$ cat src/rtl/uart_cmd_pkg.sv
// Shared types and byte constants for the UART command bridge.
package uart_cmd_pkg;

    // Bridge FSM states: idle hunt, four frame-byte collectors, check, bus, respond.
    typedef enum logic [2:0] {
        ST_IDLE     = 3'd0,
        ST_GET_CMD  = 3'd1,
        ST_GET_ADDR = 3'd2,
        ST_GET_DATA = 3'd3,
        ST_GET_CSUM = 3'd4,
        ST_CHECK    = 3'd5,
        ST_BUS      = 3'd6,
        ST_SEND     = 3'd7
    } state_t;

    localparam logic [7:0] CMD_WR  = 8'h01;
    localparam logic [7:0] CMD_RD  = 8'h02;
    localparam logic [7:0] RSP_ACK = 8'h06;
    localparam logic [7:0] RSP_NAK = 8'h15;

    // True in the states that collect one frame byte each.
    function automatic logic is_get_state(state_t s);
        return (s == ST_GET_CMD) || (s == ST_GET_ADDR) ||
               (s == ST_GET_DATA) || (s == ST_GET_CSUM);
    endfunction

    // True in every state that is allowed to pop the rx FIFO.
    function automatic logic is_rx_state(state_t s);
        return (s == ST_IDLE) || is_get_state(s);
    endfunction

endpackage

$ cat src/rtl/uart_cmd_bridge.sv
// UART command bridge: parses SYNC/CMD/ADDR/DATA/CSUM frames from the rx FIFO,
// performs one 8-bit register access on a req/ack bus and answers through the
// tx FIFO with ACK (plus read data) or NAK.
module uart_cmd_bridge
    import uart_cmd_pkg::*;
#(
    parameter logic [7:0] SYNC_BYTE = 8'hA5,
    parameter int         IDLE_TO   = 5_000_000,
    parameter int         IDLE_TO_W = 23,
    parameter int         ACK_TO    = 255,
    parameter int         ACK_TO_W  = 8
) (
    input  logic       clk,
    input  logic       reset_n,
    input  logic       rx_empty,
    input  logic [7:0] rx_data,
    output logic       rd_uart,
    input  logic       tx_full,
    output logic       wr_uart,
    output logic [7:0] w_data,
    output logic       reg_req,
    output logic       reg_we,
    output logic [7:0] reg_addr,
    output logic [7:0] reg_wdata,
    input  logic [7:0] reg_rdata,
    input  logic       reg_ack,
    output logic       busy
);

    // Terminal values of the two saturating counters.
    localparam logic [IDLE_TO_W-1:0] TO_LAST  = IDLE_TO_W'(IDLE_TO - 1);
    localparam logic [ACK_TO_W-1:0]  ACK_LAST = ACK_TO_W'(ACK_TO - 1);

    state_t               r_state;
    state_t               w_state_nxt;

    logic [7:0]           r_cmd;
    logic [7:0]           r_addr;
    logic [7:0]           r_data;
    logic [7:0]           r_csum;

    logic [7:0]           r_buf0;
    logic [7:0]           r_buf1;
    logic                 r_len2;
    logic                 r_idx;

    logic [IDLE_TO_W-1:0] r_to_cnt;
    logic [ACK_TO_W-1:0]  r_ack_cnt;

    logic                 w_pop;
    logic                 w_frame_ok;
    logic                 w_to_hit;
    logic                 w_ack_expire;
    logic                 w_push;
    logic                 w_last_push;

    // A pop happens whenever a byte is waiting and the FSM is collecting;
    // reset_n keeps the strobe low while the block is held in reset.
    assign w_pop        = reset_n && !rx_empty && is_rx_state(r_state);
    assign w_frame_ok   = ((r_cmd ^ r_addr ^ r_data) == r_csum) &&
                          ((r_cmd == CMD_WR) || (r_cmd == CMD_RD));
    assign w_to_hit     = is_get_state(r_state) && !w_pop && (r_to_cnt == TO_LAST);
    assign w_ack_expire = (r_state == ST_BUS) && !reg_ack && (r_ack_cnt == ACK_LAST);
    assign w_push       = (r_state == ST_SEND) && !tx_full;
    // r_idx reaches r_len2 on the final byte (0 for one-byte, 1 for two-byte replies).
    assign w_last_push  = w_push && (r_idx == r_len2);

    // State register; reset returns to IDLE at once, which also drops reg_req.
    always_ff @(posedge clk or negedge reset_n) begin
        if (!reset_n) begin
            r_state <= ST_IDLE;
        end else begin
            r_state <= w_state_nxt;
        end
    end

    // Next-state decode and all bus/FIFO strobes derived from the current state.
    always_comb begin
        w_state_nxt = r_state;
        rd_uart     = w_pop;
        wr_uart     = w_push;
        w_data      = 8'h00;
        reg_req     = 1'b0;
        reg_we      = 1'b0;
        reg_addr    = 8'h00;
        reg_wdata   = 8'h00;
        busy        = (r_state != ST_IDLE);

        if (r_state == ST_SEND) begin
            w_data = r_idx ? r_buf1 : r_buf0;
        end
        if (r_state == ST_BUS) begin
            reg_req   = 1'b1;
            reg_we    = (r_cmd == CMD_WR);
            reg_addr  = r_addr;
            reg_wdata = r_data;
        end

        case (r_state)
            ST_IDLE: begin
                if (w_pop && (rx_data == SYNC_BYTE)) w_state_nxt = ST_GET_CMD;
            end
            ST_GET_CMD: begin
                if (w_pop)         w_state_nxt = ST_GET_ADDR;
                else if (w_to_hit) w_state_nxt = ST_IDLE;
            end
            ST_GET_ADDR: begin
                if (w_pop)         w_state_nxt = ST_GET_DATA;
                else if (w_to_hit) w_state_nxt = ST_IDLE;
            end
            ST_GET_DATA: begin
                if (w_pop)         w_state_nxt = ST_GET_CSUM;
                else if (w_to_hit) w_state_nxt = ST_IDLE;
            end
            ST_GET_CSUM: begin
                if (w_pop)         w_state_nxt = ST_CHECK;
                else if (w_to_hit) w_state_nxt = ST_IDLE;
            end
            ST_CHECK: begin
                w_state_nxt = w_frame_ok ? ST_BUS : ST_SEND;
            end
            ST_BUS: begin
                if (reg_ack || w_ack_expire) w_state_nxt = ST_SEND;
            end
            ST_SEND: begin
                if (w_last_push) w_state_nxt = ST_IDLE;
            end
            default: w_state_nxt = ST_IDLE;
        endcase
    end

    // Latch each frame byte in the cycle it is popped; SYNC values mid-frame are plain data.
    always_ff @(posedge clk or negedge reset_n) begin
        if (!reset_n) begin
            r_cmd  <= 8'h00;
            r_addr <= 8'h00;
            r_data <= 8'h00;
            r_csum <= 8'h00;
        end else if (w_pop) begin
            case (r_state)
                ST_GET_CMD:  r_cmd  <= rx_data;
                ST_GET_ADDR: r_addr <= rx_data;
                ST_GET_DATA: r_data <= rx_data;
                ST_GET_CSUM: r_csum <= rx_data;
                default: ;
            endcase
        end
    end

    // Inter-byte timeout: cleared by every pop and outside frame collection, saturates at its terminal value.
    always_ff @(posedge clk or negedge reset_n) begin
        if (!reset_n) begin
            r_to_cnt <= '0;
        end else if (!is_get_state(r_state) || w_pop) begin
            r_to_cnt <= '0;
        end else if (r_to_cnt != TO_LAST) begin
            r_to_cnt <= r_to_cnt + 1'b1;
        end
    end

    // Ack-wait counter: runs only while the bus request is up, saturating.
    always_ff @(posedge clk or negedge reset_n) begin
        if (!reset_n) begin
            r_ack_cnt <= '0;
        end else if (r_state != ST_BUS) begin
            r_ack_cnt <= '0;
        end else if (r_ack_cnt != ACK_LAST) begin
            r_ack_cnt <= r_ack_cnt + 1'b1;
        end
    end

    // Response buffer: loaded on the way into SEND, then walked one byte per accepted push.
    always_ff @(posedge clk or negedge reset_n) begin
        if (!reset_n) begin
            r_buf0 <= 8'h00;
            r_buf1 <= 8'h00;
            r_len2 <= 1'b0;
            r_idx  <= 1'b0;
        end else begin
            if ((r_state == ST_CHECK) && !w_frame_ok) begin
                r_buf0 <= RSP_NAK;
                r_len2 <= 1'b0;
                r_idx  <= 1'b0;
            end else if ((r_state == ST_BUS) && reg_ack) begin
                r_buf0 <= RSP_ACK;
                r_buf1 <= reg_rdata;
                r_len2 <= (r_cmd == CMD_RD);
                r_idx  <= 1'b0;
            end else if (w_ack_expire) begin
                r_buf0 <= RSP_NAK;
                r_len2 <= 1'b0;
                r_idx  <= 1'b0;
            end else if (w_push && !w_last_push) begin
                r_idx  <= 1'b1;
            end
        end
    end

endmodule

$ cat config.mk
export PLATFORM = sky130hd
export DESIGN_NAME = uart_cmd_bridge
export DESIGN_NICKNAME = d
export VERILOG_FILES = /design/src/rtl/uart_cmd_pkg.sv /design/src/rtl/uart_cmd_bridge.sv
export SDC_FILE = /design/constraint.sdc
export NUM_CORES = 1
export LEC_CHECK = 0
export ABC_AREA = 1
export BUFFER_PORTS_ARGS = -buffer_cell sky130_fd_sc_hd__buf_4
export CORE_ASPECT_RATIO = 1.2
export CORE_MARGIN = 2
export CORE_UTILIZATION = 65
export CTS_BUF_LIST = sky130_fd_sc_hd__clkbuf_2 sky130_fd_sc_hd__clkbuf_4 sky130_fd_sc_hd__clkbuf_8
export DETAILED_ROUTE_END_ITERATION = 6
export GPL_TIMING_DRIVEN = 0
export PLACE_DENSITY = 0.85
export SETUP_SLACK_MARGIN = 0.3
export SYNTH_ARGS = -nofsm -noshare
export SYNTH_HDL_FRONTEND = slang
export SYNTH_SLANG_ARGS = --single-unit
$ cat constraint.sdc
create_clock -name clk -period 2.47 [get_ports clk]
set_input_delay 0 -clock clk [delete_from_list [all_inputs] [get_ports clk]]
set_output_delay 0 -clock clk [all_outputs]
set_load 0.02 [all_outputs]
Word-level counts from Yosys, hierarchy flattened
Cells that the tools add are included.
{"block": "op_classes", "div_mod_pow": 0, "eq_ne": 20, "reduce_logical": 39, "n_mul": 0, "n_addsub": 2, "mux": 30, "magnitude_cmp": 0, "shift": 0, "bitwise_logic": 3}
{"operator": "8-bit 2-to-1 mux", "n": 9}
{"operator": "23-bit 2-to-1 mux", "n": 2}
{"operator": "3-bit 2-to-1 mux", "n": 8}
{"operator": "3-bit one-hot mux with 8 select lines", "n": 1}
{"operator": "23-bit by 1-bit adder with 23-bit output (second input constant)", "n": 1}
{"operator": "23-bit equality test (second input constant)", "n": 1}
{"operator": "23-bit != test (second input constant)", "n": 1}
{"operator": "8-bit equality test (second input constant)", "n": 2}
{"operator": "8-bit XOR", "n": 2}
{"operator": "1-bit logical AND", "n": 13}
{"operator": "3-bit equality test (second input constant)", "n": 4}
{"operator": "1-bit 2-to-1 mux", "n": 10}
{"operator": "2-bit AND reduction", "n": 5}
{"operator": "8-bit by 1-bit adder with 8-bit output (second input constant)", "n": 1}
{"operator": "8-bit by 1-bit equality test with 1-bit output (second input constant)", "n": 1}
{"operator": "8-bit by 2-bit equality test with 1-bit output (second input constant)", "n": 1}
{"operator": "8-bit equality test", "n": 1}
{"operator": "8-bit != test (second input constant)", "n": 1}
{"operator": "1-bit logical NOT", "n": 7}
{"operator": "1-bit logical OR", "n": 7}
{"operator": "3-bit by 2-bit equality test with 1-bit output (second input constant)", "n": 2}
{"operator": "3-bit nonzero test", "n": 2}
{"operator": "2-bit != test (second input constant)", "n": 2}
{"operator": "2-bit nonzero test", "n": 2}
{"operator": "other kinds (8)", "n": 8}
{"block": "word_totals", "n_memories": 0, "latch_bits": 0, "inputBits": 21, "out_inout_bits": 29, "reg_bits": 84, "romBits": 0, "mem_bits_rw": 0, "wordCells": 105}

Longest topological paths before layout
{"block": "logic_depth", "depth_word": 12, "ltp_mapped": 12, "mapped_depth_nobuf": 12}

Worst setup path before layout
Ideal clock, no wire load.
{"block": "synth_path", "path_type": "flip-flop to flip-flop", "from": "register r_to_cnt[0]", "to": "register r_state[2]", "path_slack_ns": 1.016, "path_stages_with_launch": 11, "n_path_buf": 0, "required_time_ns": 2.352, "t_arrival_ns": 1.336, "synth_period_minus_slack_ns": 1.454, "path_cell_list": "dfrtp_1 > ha_1 > nand2_1 > nor2_4 > nand2_1 > nor2_2 > nand3_2 > nand2_1 > nand3_1 > nand3_1 > nand2_1"}
{"block": "synth_via", "elab_chain_cells": 5, "elab_cells_between_ends": 8}
{"element": "start: declaration", "line": "uart_cmd_bridge.sv:47", "rtl": "logic [IDLE_TO_W-1:0] r_to_cnt;"}
{"element": "start signal: assignment", "line": "uart_cmd_bridge.sv:157", "rtl": "r_to_cnt <= r_to_cnt + 1'b1;"}
{"element": "23-bit equality test *", "line": "uart_cmd_bridge.sv:62", "rtl": "assign w_to_hit = is_get_state(r_state) && !w_pop && (r_to_cnt == TO_LAST);"}
{"element": "1-bit logical AND *", "line": "uart_cmd_bridge.sv:62"}
{"element": "3-bit 2-to-1 mux *"}
{"element": "3-bit 2-to-1 mux, on equally long branches"}
{"element": "3-bit one-hot mux with 8 select lines *"}
{"element": "end signal: assignment", "line": "uart_cmd_bridge.sv:73", "rtl": "r_state <= w_state_nxt;"}
{"element": "end: declaration", "line": "uart_cmd_bridge.sv:34", "rtl": "state_t r_state;"}
Every way passes the cells marked *; elsewhere a longest branch is shown, timed or not.
A chain may end at the register's enable or synchronous reset.

Worst setup path in the final report
{"block": "layout_path", "from": "register r_state[1]", "to": "output port reg_addr[1]"}
{"block": "layout_via", "elab_chain_cells": 2}
{"element": "3-bit equality test", "line": "uart_cmd_bridge.sv:92", "rtl": "if (r_state == ST_BUS) begin"}
{"element": "8-bit 2-to-1 mux", "line": "uart_cmd_bridge.sv:92"}
{"element": "end: declaration", "line": "uart_cmd_bridge.sv:23", "rtl": "output logic [7:0] reg_addr,"}
No other way between the ends.

==> results.cfg <==
[sta]
max_slew_margin = 0.522
fin_skew_ps = 13.5
tightest_slew_ps = 717
hold_ws_ps = -327
slew_viol_final = 0
grt_setup_unrepaired = no
fmax_ghz = 0.520
min_period_ps = 1920
fin_crit_sh = 0.778
hold_viol_final = 79
setup_viol = 0
setup-tns-final_ps = 0

[clock_network]
clockBufferDepth = 2
cts_tree = done
cts_sinks = 79
h-tree-depth = 3
cts_hold_buf = 18
post_cts_buffers = 0
cts_made_buffers = 9
clkTransAtPathRegs_ps = 80
root_buffer = clkbuf_8
clk_latency_ps = 350

[power]
power_density_mw_per_mm2 = 770
leakage_nw = 2.60
switchingPower_mw = 1.45
clkPwrFrac = 0.245
p_seq_frac = 0.462
swShare = 0.360
irDropWorstVdd_mv = 0.685
totalPowerFinal_mw = 4.02
power.internal_mw = 2.58
combPwrFrac = 0.293

[yosys]
yosysSeqAreaShare = 0.453
postSynthAreaPerCell_um2 = 7.52
yosysTopAreaCell = dfrtp_1
synth_top_area_share = 0.453
ys_warn_count = 0
ys_ff_latch = 79
netlist_instances = 580
ys_types = 39
synth.area.top_cells = dfrtp_1, nand2_1, inv_1
syn_nets = 604
synth_area_mm2 = 0.00436

[grt]
grt_pass1_vias = 3957
grt_pass1_wl_um = 17300
overflow = 0
grt_max_degree = 81
antenna_found_initial = 0
grt_usage = 0.303

[finish]
final_common_cell = nand2_1
antenna_cells = 0
finalNetCount = 682
fill_cells = 440
fin_cells = 748
final_cell_mix = nand2_1, dfrtp_1, inv_1
drive_gt1_frac = 0.145
area_delta_synth_final_pct = 19.7

[critical_path]
cp-end-kind = output port
worstSetupStartpoint = r_state[1]
critPathKind = register to output port
cp.required_ps = 2470
start_kind = register
reg2reg_from = r_to_cnt[0]
arrival_ps = 1920
cp_max_fo = 10

[placed_design]
gp_congestion = 0.856
dp_cells = 714
port_buffers = 49
hpwl_um = 7100

[run]
maxCapViolCount = 0

[drt]
drtIter0Drc = 155
wl_per_cell_um = 13.8
antenna_left = 0
routed_wl_um = 10300
vias = 4061
drc = 0
drtPass1Iterations = 5
viasPerCell = 5.43

[die]
placementRows = 32
fp.dieW_um = 78.8
dieArea_mm2 = 0.00738
core_mm2 = 0.00645
start_util = 0.677
chipHeight_um = 93.7
top_level_ports = 50

[status]
violations = negative hold slack
status = finished, violations left

[hold_path]
hold_class = primary input to asynchronous set/reset pin
## layout make-up
class / instances / area, µm² / share of cell area
inverter: 82 / 310 / 0.0594
clock inverter: 5 / 57.6 / 0.0110
clock buffer: 11 / 145 / 0.0278
timing repair buffer: 67 / 552 / 0.106
multi-input combinational: 410 / 2010 / 0.385
buffer: 9 / 63.8 / 0.0122
sequential: 79 / 1980 / 0.379
tap: 85 / 106 / 0.0204
## flip-flops by register name (all words and copies together), names as in the netlist
| signal | flops |
|---|---|
| r_ack_cnt | 8 |
| r_addr | 8 |
| r_buf0 | 3 |
| r_buf1 | 8 |
| r_cmd | 8 |
| r_csum | 8 |
| r_data | 8 |
| r_idx | 1 |
| r_len2 | 1 |
| r_state | 3 |
| r_to_cnt | 23 |
## power groups by stage
stage | Sequential [mW] | Clock, mW | Combinational (mW)
6_report | 1.86 | 0.986 | 1.18
5_1_grt | 1.90 | 1.06 | 1.36
4_1_cts | 1.85 | 0.998 | 1.17
3_5_place_dp | 1.87 | 0 | 1.13
3_3_place_gp | 1.85 | 0 | 1.07
2_1_floorplan | 1.81 | 0 | 0.893
## timing repair
action | in CTS | in global routing
resized for setup | 0 | 1
hold endpoints to repair | 115 | 79
endpoints found under the setup margin | 0 | 1
## cells in the mapped netlist
cell      count
nor4_1        2
dfrtp_1      79
buf_2         3
nor2_4        2
xor2_1       13
nor2_8        1
o21a_1        4
nand2_4       1
nand3_2       2
nand3_1      30
o21ai_0      48
and2_1        1
and3_1        1
o211a_1       1
ha_1          3
a211oi_1      2
nor3_2        1
buf_6         3
a21oi_1      30
nand2_1     159
nand4_1       8
nor2_1       63
inv_2         5
inv_4         1
nand2_2       2
buf_4         1
nand4_2       2
nor3_4        1
inv_1        75
o21ai_2       1
a21boi_0      2
clkbuf_1      2
xnor2_1       8
nor2_2        5
clkinv_1      1
o211ai_1      1
o21ai_1       6
nand3b_1      2
nor3_1        8
## kinds of logic (layout without fill, tap and decap cells)
kind of cell,after synthesis,in the layout,share of synthesized area
DFF,79,79,0.453
and+or+nand+nor,291,291,0.294
buffers and inverters,91,174,0.0858
xor gates and xnor gates,21,21,0.0422
adders and majority gates,3,3,0.00861
AOI/OAI and AO/OA,95,95,0.116
## critical path, cell delays in order (launching register included)
cell and delay, ps:
dfrtp_1 440, inv_1 140, nor2_2 70, nand2_4 110
clkbuf_1 480, nor2_1 140, buf_4 190
## path summary, 6_finish.rpt
check	depth (start not counted)	endpoint	slack [ps]
min in group clk	6	r_state[0]	190
max in group asynchronous	1	r_addr[2]	2300
hold / removal	1	r_to_cnt[19]	-330
hold reg to reg	1	r_to_cnt[22]	470
setup / recovery	6	reg_addr[1]	550
setup reg to reg	8	r_state[1]	700
## layer usage
| layer | track usage | vias to the layer above | wire [µm] |
|---|---|---|---|
| li1 | - | 2005 | - |
| met1 | 0.353 | 1888 | 4170 |
| met2 | 0.523 | 135 | 5320 |
| met3 | 0.0596 | 33 | 498 |
| met4 | 0.167 | 0 | 349 |
| met5 | 0 | - | 0 |
## metrics by stage
step            util  setup slack (ps)  hold slack (ps)  instance area (µm²)
3_3_place_gp   0.750               266              201                 4840
2_1_floorplan      -              1020             -296                 4360
6_report       0.810               548             -327                 5220
3_5_place_dp   0.750               209              206                 4840
5_1_grt        0.810               427             -270                 5220
4_1_cts        0.810               533             -154                 5220
No activity file was read; power rests on OpenSTA's default activity.
